--- config.mk ---
export PLATFORM = sky130hd
export DESIGN_NAME = serial_adder_ctrl
export DESIGN_NICKNAME = d
export VERILOG_FILES = /design/src/rtl/serial_adder_ctrl.sv
export SDC_FILE = /design/constraint.sdc
export NUM_CORES = 1
export LEC_CHECK = 0
export ABC_AREA = 1
export ABC_CLOCK_PERIOD_IN_PS = 1400
export BUFFER_PORTS_ARGS = -buffer_cell sky130_fd_sc_hd__buf_2
export CORE_MARGIN = 1.5
export CORE_UTILIZATION = 54
export DETAILED_ROUTE_END_ITERATION = 10
export GPL_TIMING_DRIVEN = 1
export PLACE_DENSITY = 0.84
export SYNTH_ARGS = -nofsm -noshare
export SYNTH_HDL_FRONTEND = slang
export SYNTH_SLANG_ARGS = --single-unit
export TNS_END_PERCENT = 20
--- constraint.sdc ---
create_clock -name clk -period 1.4 [get_ports clk]
set_input_delay 0.28 -clock clk [delete_from_list [all_inputs] [get_ports clk]]
set_output_delay 0.28 -clock clk [all_outputs]
set_load 0.01 [all_outputs]
--- src/rtl/serial_adder_ctrl.sv ---
// Bit-serial adder/subtractor controller around one full-adder cell.
// Operands in and results out over valid/ready handshakes.
module serial_adder_ctrl #(
  parameter int WIDTH = 8
) (
  input  logic             clk,
  input  logic             rst,
  input  logic             in_valid,
  output logic             in_ready,
  input  logic [WIDTH-1:0] a,
  input  logic [WIDTH-1:0] b,
  input  logic             carry_in,
  input  logic             sub,
  output logic             out_valid,
  input  logic             out_ready,
  output logic [WIDTH-1:0] sum,
  output logic             carry_out,
  output logic             busy
);

  localparam int CW = $clog2(WIDTH) + 1;
  localparam logic [CW-1:0] LAST = CW'(WIDTH - 1);

  localparam logic [1:0] IDLE = 2'd0;
  localparam logic [1:0] RUN  = 2'd1;
  localparam logic [1:0] DONE = 2'd2;

  logic [1:0]       state_q, state_d;
  logic [WIDTH-1:0] a_q, a_d;
  logic [WIDTH-1:0] b_q, b_d;
  logic [WIDTH-1:0] r_q, r_d;
  logic [WIDTH-1:0] sum_q, sum_d;
  logic             c_q, c_d;
  logic             cout_q, cout_d;
  logic [CW-1:0]    cnt_q, cnt_d;

  logic bit_s;
  logic bit_c;

  // The single full-adder cell working on the current LSBs.
  always_comb begin
    bit_s = a_q[0] ^ b_q[0] ^ c_q;
    bit_c = (a_q[0] & b_q[0]) |
            (a_q[0] & c_q) |
            (b_q[0] & c_q);
  end

  // Next-state and datapath update for IDLE/RUN/DONE.
  always_comb begin
    state_d = state_q;
    a_d     = a_q;
    b_d     = b_q;
    r_d     = r_q;
    sum_d   = sum_q;
    c_d     = c_q;
    cout_d  = cout_q;
    cnt_d   = cnt_q;
    case (state_q)
      IDLE: begin
        if (in_valid) begin
          a_d     = a;
          b_d     = sub ? ~b : b;
          c_d     = sub | carry_in;
          cnt_d   = '0;
          state_d = RUN;
        end
      end
      RUN: begin
        a_d = a_q >> 1;
        b_d = b_q >> 1;
        r_d = r_q >> 1;
        r_d[WIDTH-1] = bit_s;
        c_d   = bit_c;
        cnt_d = cnt_q + CW'(1);
        if (cnt_q == LAST) begin
          sum_d   = r_d;
          cout_d  = bit_c;
          state_d = DONE;
        end
      end
      DONE: begin
        if (out_ready) state_d = IDLE;
      end
      default: state_d = IDLE;
    endcase
  end

  // State registers with synchronous reset clearing every datapath flop.
  always_ff @(posedge clk) begin
    if (rst) begin
      state_q <= IDLE;
      a_q     <= '0;
      b_q     <= '0;
      r_q     <= '0;
      sum_q   <= '0;
      c_q     <= 1'b0;
      cout_q  <= 1'b0;
      cnt_q   <= '0;
    end else begin
      state_q <= state_d;
      a_q     <= a_d;
      b_q     <= b_d;
      r_q     <= r_d;
      sum_q   <= sum_d;
      c_q     <= c_d;
      cout_q  <= cout_d;
      cnt_q   <= cnt_d;
    end
  end

  assign in_ready  = (state_q == IDLE);
  assign busy      = (state_q != IDLE);
  assign out_valid = (state_q == DONE);
  assign sum       = sum_q;
  assign carry_out = cout_q;

endmodule

# Word level (Yosys, flattened, before mapping)
# Cells that the tools add are included.
# word_totals
out_inout_bits,12
elab_cells,43
reg_bits,40
# op_classes
bitwise_logic,9
eq_ne,6
n_addsub,1
reduce_logical,6
muxes,13
# op_table
op,n
$pmux 8 s2,2
$mux 8,3
$not 8->8,1
$pmux 4 s2,1
$mux 2,3
$pmux 2 s3,1
$add 4x1->4 const B,1
$eq 4x3->1 const B,1
$mux 4,1
$ne 2x2->1 const B,2
$reduce_and 2->1,2
$reduce_bool 2->1,2
$and 1x1->1,3
$or 1x1->1,3
$reduce_and 3->1,1
$eq 2x1->1 const B,1
$eq 2x2->1 const B,1
$logic_not 2->1,1
$ne 2x1->1 const B,1
$pmux 1 s2,1
$xor 1x1->1,2
$mux 1,1

# Depth between registers and ports, before layout
# Gate-level depths: netlist of run 1.
# depth
word_depth,4
mapped_depth,8
ltp_nobuf,7

# Worst setup path before layout of run 1
# OpenSTA, ideal clock, no wires.
# synth_path
kind,reg-to-reg
startpoint,register a_q[0]
endpoint,"register cout_q, in the netlist carry_out"
setup_slack_ps,226
arrival_time_ps,1059
n_path_buf,0
setup_time_ps,116
required_time_ps,1284
stages_incl_launch_ff,5
path_cell_list,dfxtp_1 fa_1 nand3b_1 o21ai_0 nor2_1
# synth_via
elab_chain_len,3
elab_cells_between_ends,4
cone_classes,4 x bitwise
# synth_lines
element,line,source
start: declaration,29,"logic [WIDTH-1:0] a_q, a_d;"
start signal: assignment,92,a_q <= '0;
start signal: assignment,101,a_q <= a_d;
"$and 1x1->1, on equally long branches","43, 44",
$or 1x1->1 (*),43,bit_c = (a_q[0] & b_q[0]) |
$or 1x1->1 (*),44,(a_q[0] & c_q) |
net bit_c,38,logic bit_c;
end signal: assignment,106,cout_q <= cout_d;
end: declaration,34,"logic cout_q, cout_d;"
# The timed path passes the listed nets; every way through them passes the cells marked *.
# A chain may end at the register's enable or synchronous reset.

# Worst setup path after layout of run 1
# layout_path
startpoint,register state_q[0]
endpoint,output in_ready
# layout_via
elab_chain_len,1
# layout_lines
element,line,source
start: declaration,28,"logic [1:0] state_q, state_d;"
start signal: assignment,100,state_q <= state_d;
$logic_not 2->1,111,assign in_ready = (state_q == IDLE);
end: declaration,9,"output logic in_ready,"
# Every way passes these cells.

==> flow_summary_export.csv, run 1 <==
group,metric,value,unit
floorplanning,boundaryPins,34,
floorplanning,die_w,61.2,um
outcome,status,"completed",
placement,pre_cts_slack,0.120,ns
cells_and_area,multi_input_area,870,um^2
pwr,finalPower,2.13,mW
detailed_routing,drt_iter0_markers,69,
detailed_routing,drc,0,
detailed_routing,via_count,1741,
cells_and_area,fillers,289,
cts,path_clk_slew,0.10,ns
sta,fin_crit_sh,97.2,%
sta,finalMaxSlewViolations,0,
synth,ys_ff_latch,39,
cts,cts_buffer_depth,2,
placement,dp_hpwl,2610,um
worst_hold_path,hp-start,"a[7]",
setup_path,worstPathCellList,"nor2_4, buf_6",
synth,synth.mux.area_fraction,0,%
synth,syn_inst,269,
setup_path,required,1.12,ns
detailed_routing,via_per_inst,4.89,
floorplanning,design.core.area,0.00313,mm^2
pwr,power_per_cell_area,987,mW/mm^2
cts,cts_sinks,39,
cells_and_area,area_growth,17.8,%
placement,placed_area,0.00205,mm^2
synth,yosysSeqAreaShare,42.7,%
sta,setup_ws,0.0386,ns
sta,max_freq,735,MHz
grt,grt_max_degree,27,
cells_and_area,regArea,786,um^2
floorplanning,die_h,61.2,um
synth,synthXorXnorAreaFrac,0.478,%
detailed_routing,finalWirelength,3690,um
synth,synth_top_family_by_area,"simple AND/OR/NAND/NOR gates",
cts,cts_tree,"done",
floorplanning,num_rows,20,
detailed_routing,wl_per_cell,10.4,um
detailed_routing,first_pass_iters,4,
grt,track_usage,22.9,%
cts,cts-root-buf,"clkbuf_4",
cells_and_area,finalInstanceArea,0.00216,mm^2
grt,grt_pass1_vias,1545,
sta,tns,0,ns
synth,synthSimpleGateAreaFrac,37.3,%
cells_and_area,final_cell_mix,"nand2_1 (64), nor2_1 (57), dfxtp_1 (37)",
run,max_cap_violations,0,
synth,yosysWarningCount,0,
setup_path,cp_max_fo,7,
sta,period_needed,1.36,ns
setup_path,slowest_stage,"dfxtp_4",
pwr,p_leak,1.11,nW
pwr,worst_ir_drop_vdd,0.000681,V
synth,avgSynthCellArea,6.80,um^2
synth,mappedNetlistNets,293,
sta,finalHoldViolCount,0,
setup_path,cp_slowest_stage_delay,0.39,ns
setup_path,worstPathArrival,1.08,ns
cts,h-tree-depth,2,
grt,overflow,0,
floorplanning,dieArea,0.00375,mm^2
sta,tightest_slew,0.233,ns
sta,setup_viol,0,
synth,synth_fa_ha_area_share,1.78,%
cells_and_area,layout_commonest_cell,"nand2_1",
sta,slew_headroom,84.4,%
setup_path,reg2reg_from,"a_q[0]$_SDFFE_PP0P_",
cts,numCtsBuffers,5,
grt,grt_pass1_wl,6330,um
setup_path,critical_path_class,"reg -> out",
cells_and_area,drive_gt1_share,21.5,%
setup_path,start_kind,"register",
floorplanning,initial_core_util,58.5,%
synth,synth-compound-area-share,7.38,%
placement,io_buffer_count,33,
grt,antenna_found_initial,0,
cts,clock_latency,0.35,ns
cells_and_area,nets,336,
sta,fin_skew,0.00409,ns
setup_path,cp-startpoint,"state_q[0]$_SDFFE_PP0P_",
detailed_routing,ant_nets,0,
worst_hold_path,hold_class,"in -> reg",
setup_path,endpoint_kind,"primary output",
placement,place.gp.congestion,0.832,
cells_and_area,n_antenna_cell,0,
synth,syn_area,0.00183,mm^2
synth,synth_cell_types,23,
## synth_stat cells
library cell | instances | area share (%)
a21oi_1 | 8 | 2.2
buf_2 | 4 | 1.1
buf_4 | 1 | 0.41
buf_6 | 2 | 1.2
buf_8 | 1 | 0.82
clkbuf_1 | 2 | 0.41
clkinv_4 | 1 | 0.48
dfxtp_1 | 39 | 43
fa_1 | 1 | 1.1
ha_1 | 1 | 0.68
inv_1 | 25 | 5.1
inv_2 | 1 | 0.20
inv_8 | 1 | 0.62
nand2_1 | 64 | 13
nand2_2 | 3 | 1.0
nand2_4 | 3 | 1.8
nand3_1 | 31 | 8.5
nand3b_1 | 1 | 0.41
nor2_1 | 59 | 12
nor2_2 | 1 | 0.34
o21ai_0 | 18 | 4.9
o21ai_1 | 1 | 0.27
xor2_1 | 1 | 0.48
## area by class of cell
type / instances / share of cell area, %
tap: 44 / 2.55
clock inverter: 1 / 0.232
multi-input combinational: 192 / 40.3
sequential: 39 / 36.4
timing repair buffer: 46 / 12.5
clock buffer: 6 / 2.38
inverter: 28 / 5.57
## stage by stage
stage	utilization [%]	hold WS, ns	std cells
finish	68.9	0.170	356
global route	68.9	0.201	356
CTS	67.4	0.168	352
detailed placement	65.4	0.467	345
global placement	65.4	0.457	345
floorplan	-	0.349	269
## worst max-delay path, delay by kind of cell (launching register included)
kind,cells,cell delay [ns]
flip-flops,1,0.39
AND/OR/NAND/NOR,1,0.21
buffers and inverters,1,0.13
## metal layers
layer | share of wire [%] | GRT usage (%)
met2 | 49 | 38.6
met1 | 44 | 27.6
met3 | 4.8 | 5.88
met5 | 0 | 0
met4 | 2.0 | 9.63
## report_power, final
part / internal (mW) / switching [mW]
clock: 0.233 / 0.347
combinational: 0.144 / 0.196
sequential: 1.17 / 0.0414
## registers in the layout, indices dropped and copies added (netlist names)
register,flops
a_q,8
b_q,8
c_q,1
carry_out,1
cnt_q,4
r_q,7
state_q,2
sum,8
## final timing paths
kind / depth (start not counted) / to / slack, ns
hold reg to reg: 2 / sum[3]$_SDFFE_PP0P_ / 0.48
hold / removal: 3 / a_q[7]$_SDFFE_PP0P_ / 0.17
setup reg to reg: 4 / carry_out$_SDFFE_PP0P_ / 0.12
setup / recovery: 2 / in_ready / 0.04
## timing repair
item | in CTS | in global routing
buffers inserted | 0 | 4
gates resized for setup | 3 | 5
pin swaps | 0 | 1
hold buffers | 0 | 0
setup endpoints to repair | 2 | 6
## cells by family (layout without fill, tap and decap cells)
| logic type | after synthesis | count (layout) |
|---|---|---|
| AO/OA/AOI/OAI | 27 | 27 |
| buffers and inverters | 38 | 81 |
| flip-flops | 39 | 39 |
| adder cells (fa/ha/maj) | 2 | 2 |
| XOR/XNOR | 1 | 1 |
| AND/OR/NAND/NOR | 162 | 162 |
Power figures use the tool's default switching activity.
==> inputs of run 2 (changes only) <==
--- a/config.mk
+++ b/config.mk
@@ -13,7 +13,7 @@
 export DETAILED_ROUTE_END_ITERATION = 10
 export GPL_TIMING_DRIVEN = 1
 export PLACE_DENSITY = 0.84
+export SETUP_SLACK_MARGIN = 0.3
 export SYNTH_ARGS = -nofsm -noshare
 export SYNTH_HDL_FRONTEND = slang
 export SYNTH_SLANG_ARGS = --single-unit
-export TNS_END_PERCENT = 20
==> run 2 against run 1 <==
Cell area up 9.1%. First-iteration DRC count up 64%. Clock skew up 0.0033 ns. Combinational power up 16%. Wire length up 13%. Largest cell class unchanged. Clock power about the same. Die area unchanged. Via count up 4.2%.
==> flow_summary_export.csv, run 2 (synthesis results as in run 1) <==
group,metric,value,unit
pwr,worst_ir_drop_vdd,0.000788,V
detailed_routing,wl_per_cell,11.6,um
cts,cts_buffer_depth,2,
floorplanning,design.core.area,0.00313,mm^2
setup_path,required,1.12,ns
floorplanning,die_h,61.2,um
floorplanning,num_rows,20,
sta,tightest_slew,0.280,ns
floorplanning,initial_core_util,58.5,%
floorplanning,die_w,61.2,um
sta,rsz0062_at_grt,"yes",
grt,overflow,0,
cts,h-tree-depth,2,
detailed_routing,drt_iter0_markers,113,
cts,numCtsBuffers,5,
sta,finalMaxSlewViolations,0,
floorplanning,boundaryPins,34,
sta,setup_viol,0,
cells_and_area,final_cell_mix,"nand2_1 (61), nor2_1 (57), nand3_1 (30)",
cells_and_area,area_growth,28.5,%
sta,tns,0,ns
detailed_routing,drc,0,
grt,track_usage,24.7,%
cells_and_area,layout_commonest_cell,"nand2_1",
sta,slew_headroom,81.3,%
placement,place.gp.congestion,0.821,
pwr,p_leak,1.17,nW
setup_path,endpoint_kind,"primary output",
detailed_routing,via_per_inst,5.02,
sta,fin_skew,0.00741,ns
cts,path_clk_slew,0.10,ns
setup_path,slowest_stage,"dfxtp_4",
setup_path,worstPathCellList,"inv_6, nor2_4, buf_6",
worst_hold_path,hold_class,"in -> reg",
outcome,status,"completed",
floorplanning,dieArea,0.00375,mm^2
sta,period_needed,1.32,ns
placement,dp_hpwl,2690,um
cts,hold_buffers,0,
grt,antenna_found_initial,0,
sta,fin_crit_sh,94.5,%
setup_path,critical_path_class,"reg -> out",
cells_and_area,drive_gt1_share,29.0,%
grt,grt_pass1_vias,1563,
placement,dp_cells,346,
run,max_cap_violations,0,
detailed_routing,finalWirelength,4170,um
placement,io_buffer_count,33,
cells_and_area,layout.cells.non_filler,361,
cells_and_area,n_antenna_cell,0,
pwr,power_per_cell_area,930,mW/mm^2
cts,clock_latency,0.35,ns
cts,cts_tree,"done",
sta,max_freq,756,MHz
sta,finalHoldViolCount,0,
detailed_routing,ant_nets,0,
grt,grt_pass1_wl,6730,um
setup_path,worstPathArrival,1.04,ns
setup_path,cp_max_fo,5,
cts,cts-root-buf,"clkbuf_4",
cells_and_area,nets,341,
detailed_routing,via_count,1814,
grt,grt_max_degree,23,
setup_path,start_kind,"register",
cts,cts_sinks,39,
setup_path,cp_slowest_stage_delay,0.40,ns
detailed_routing,first_pass_iters,4,
## run 2: layout make-up
cell class                 count  area [um^2]
multi-input combinational    193          923
inverter                      28          123
sequential                    39          805
clock inverter                 1         5.00
timing repair inverter         1         6.26
timing repair buffer          49          384
fill                         255          776
tap                           44         55.1
clock buffer                   6         51.3
## run 2: metal layers
layer / share of wire [%] / global-route usage, % / vias up / wire [um]
li1: - / - / 933 / -
met1: 41 / 29.0 / 805 / 1700
met2: 51 / 42.7 / 62 / 2110
met3: 5.8 / 4.83 / 14 / 240
met4: 2.9 / 12.1 / 0 / 121
met5: 0 / 0 / - / 0
## run 2: repair_timing
action | CTS | global route
pin swaps | 1 | 1
buffers inserted | 4 | 2
resized for setup | 29 | 22
gates cloned | 2 | 0
setup endpoints to repair | 41 | 50
## run 2: worst max-delay path: cells and delay by family (launching register included)
| kind | cells | cell delay, ns |
|---|---|---|
| buffers and inverters | 2 | 0.18 |
| DFF | 1 | 0.40 |
| and+or+nand+nor | 1 | 0.12 |
## run 2: stage by stage
step	utilization, %	total power [mW]	cell area [um^2]	worst slack [ns]	hold slack [ns]
3_5_place_dp	65.8	1.56	2060	0.178	0.467
3_3_place_gp	65.8	1.55	2060	0.214	0.458
5_1_grt	75.2	2.31	2350	0.0441	0.191
6_report	75.2	2.19	2350	0.0773	0.181
2_1_floorplan	-	1.46	1840	0.296	0.349
4_1_cts	72.1	2.18	2250	0.101	0.169
## run 2: report_power, final
part	internal [mW]	total, mW	switching, mW	leakage [nW]
Combinational	0.173	0.396	0.223	0.806
Clock	0.233	0.583	0.350	0.0341
Sequential	1.17	1.21	0.0419	0.326
## run 2: worst paths after layout
path	cells past startpoint	slack [ns]	start	endpoint
setup / recovery	3	0.08	state_q[1]$_SDFFE_PP0P_	out_valid
hold / removal	3	0.18	a[7]	a_q[7]$_SDFFE_PP0P_
setup reg to reg	8	0.11	state_q[0]$_SDFFE_PP0P_	a_q[0]$_SDFFE_PP0P_
hold reg to reg	2	0.49	r_q[1]$_SDFFE_PP0P_	r_q[1]$_SDFFE_PP0P_
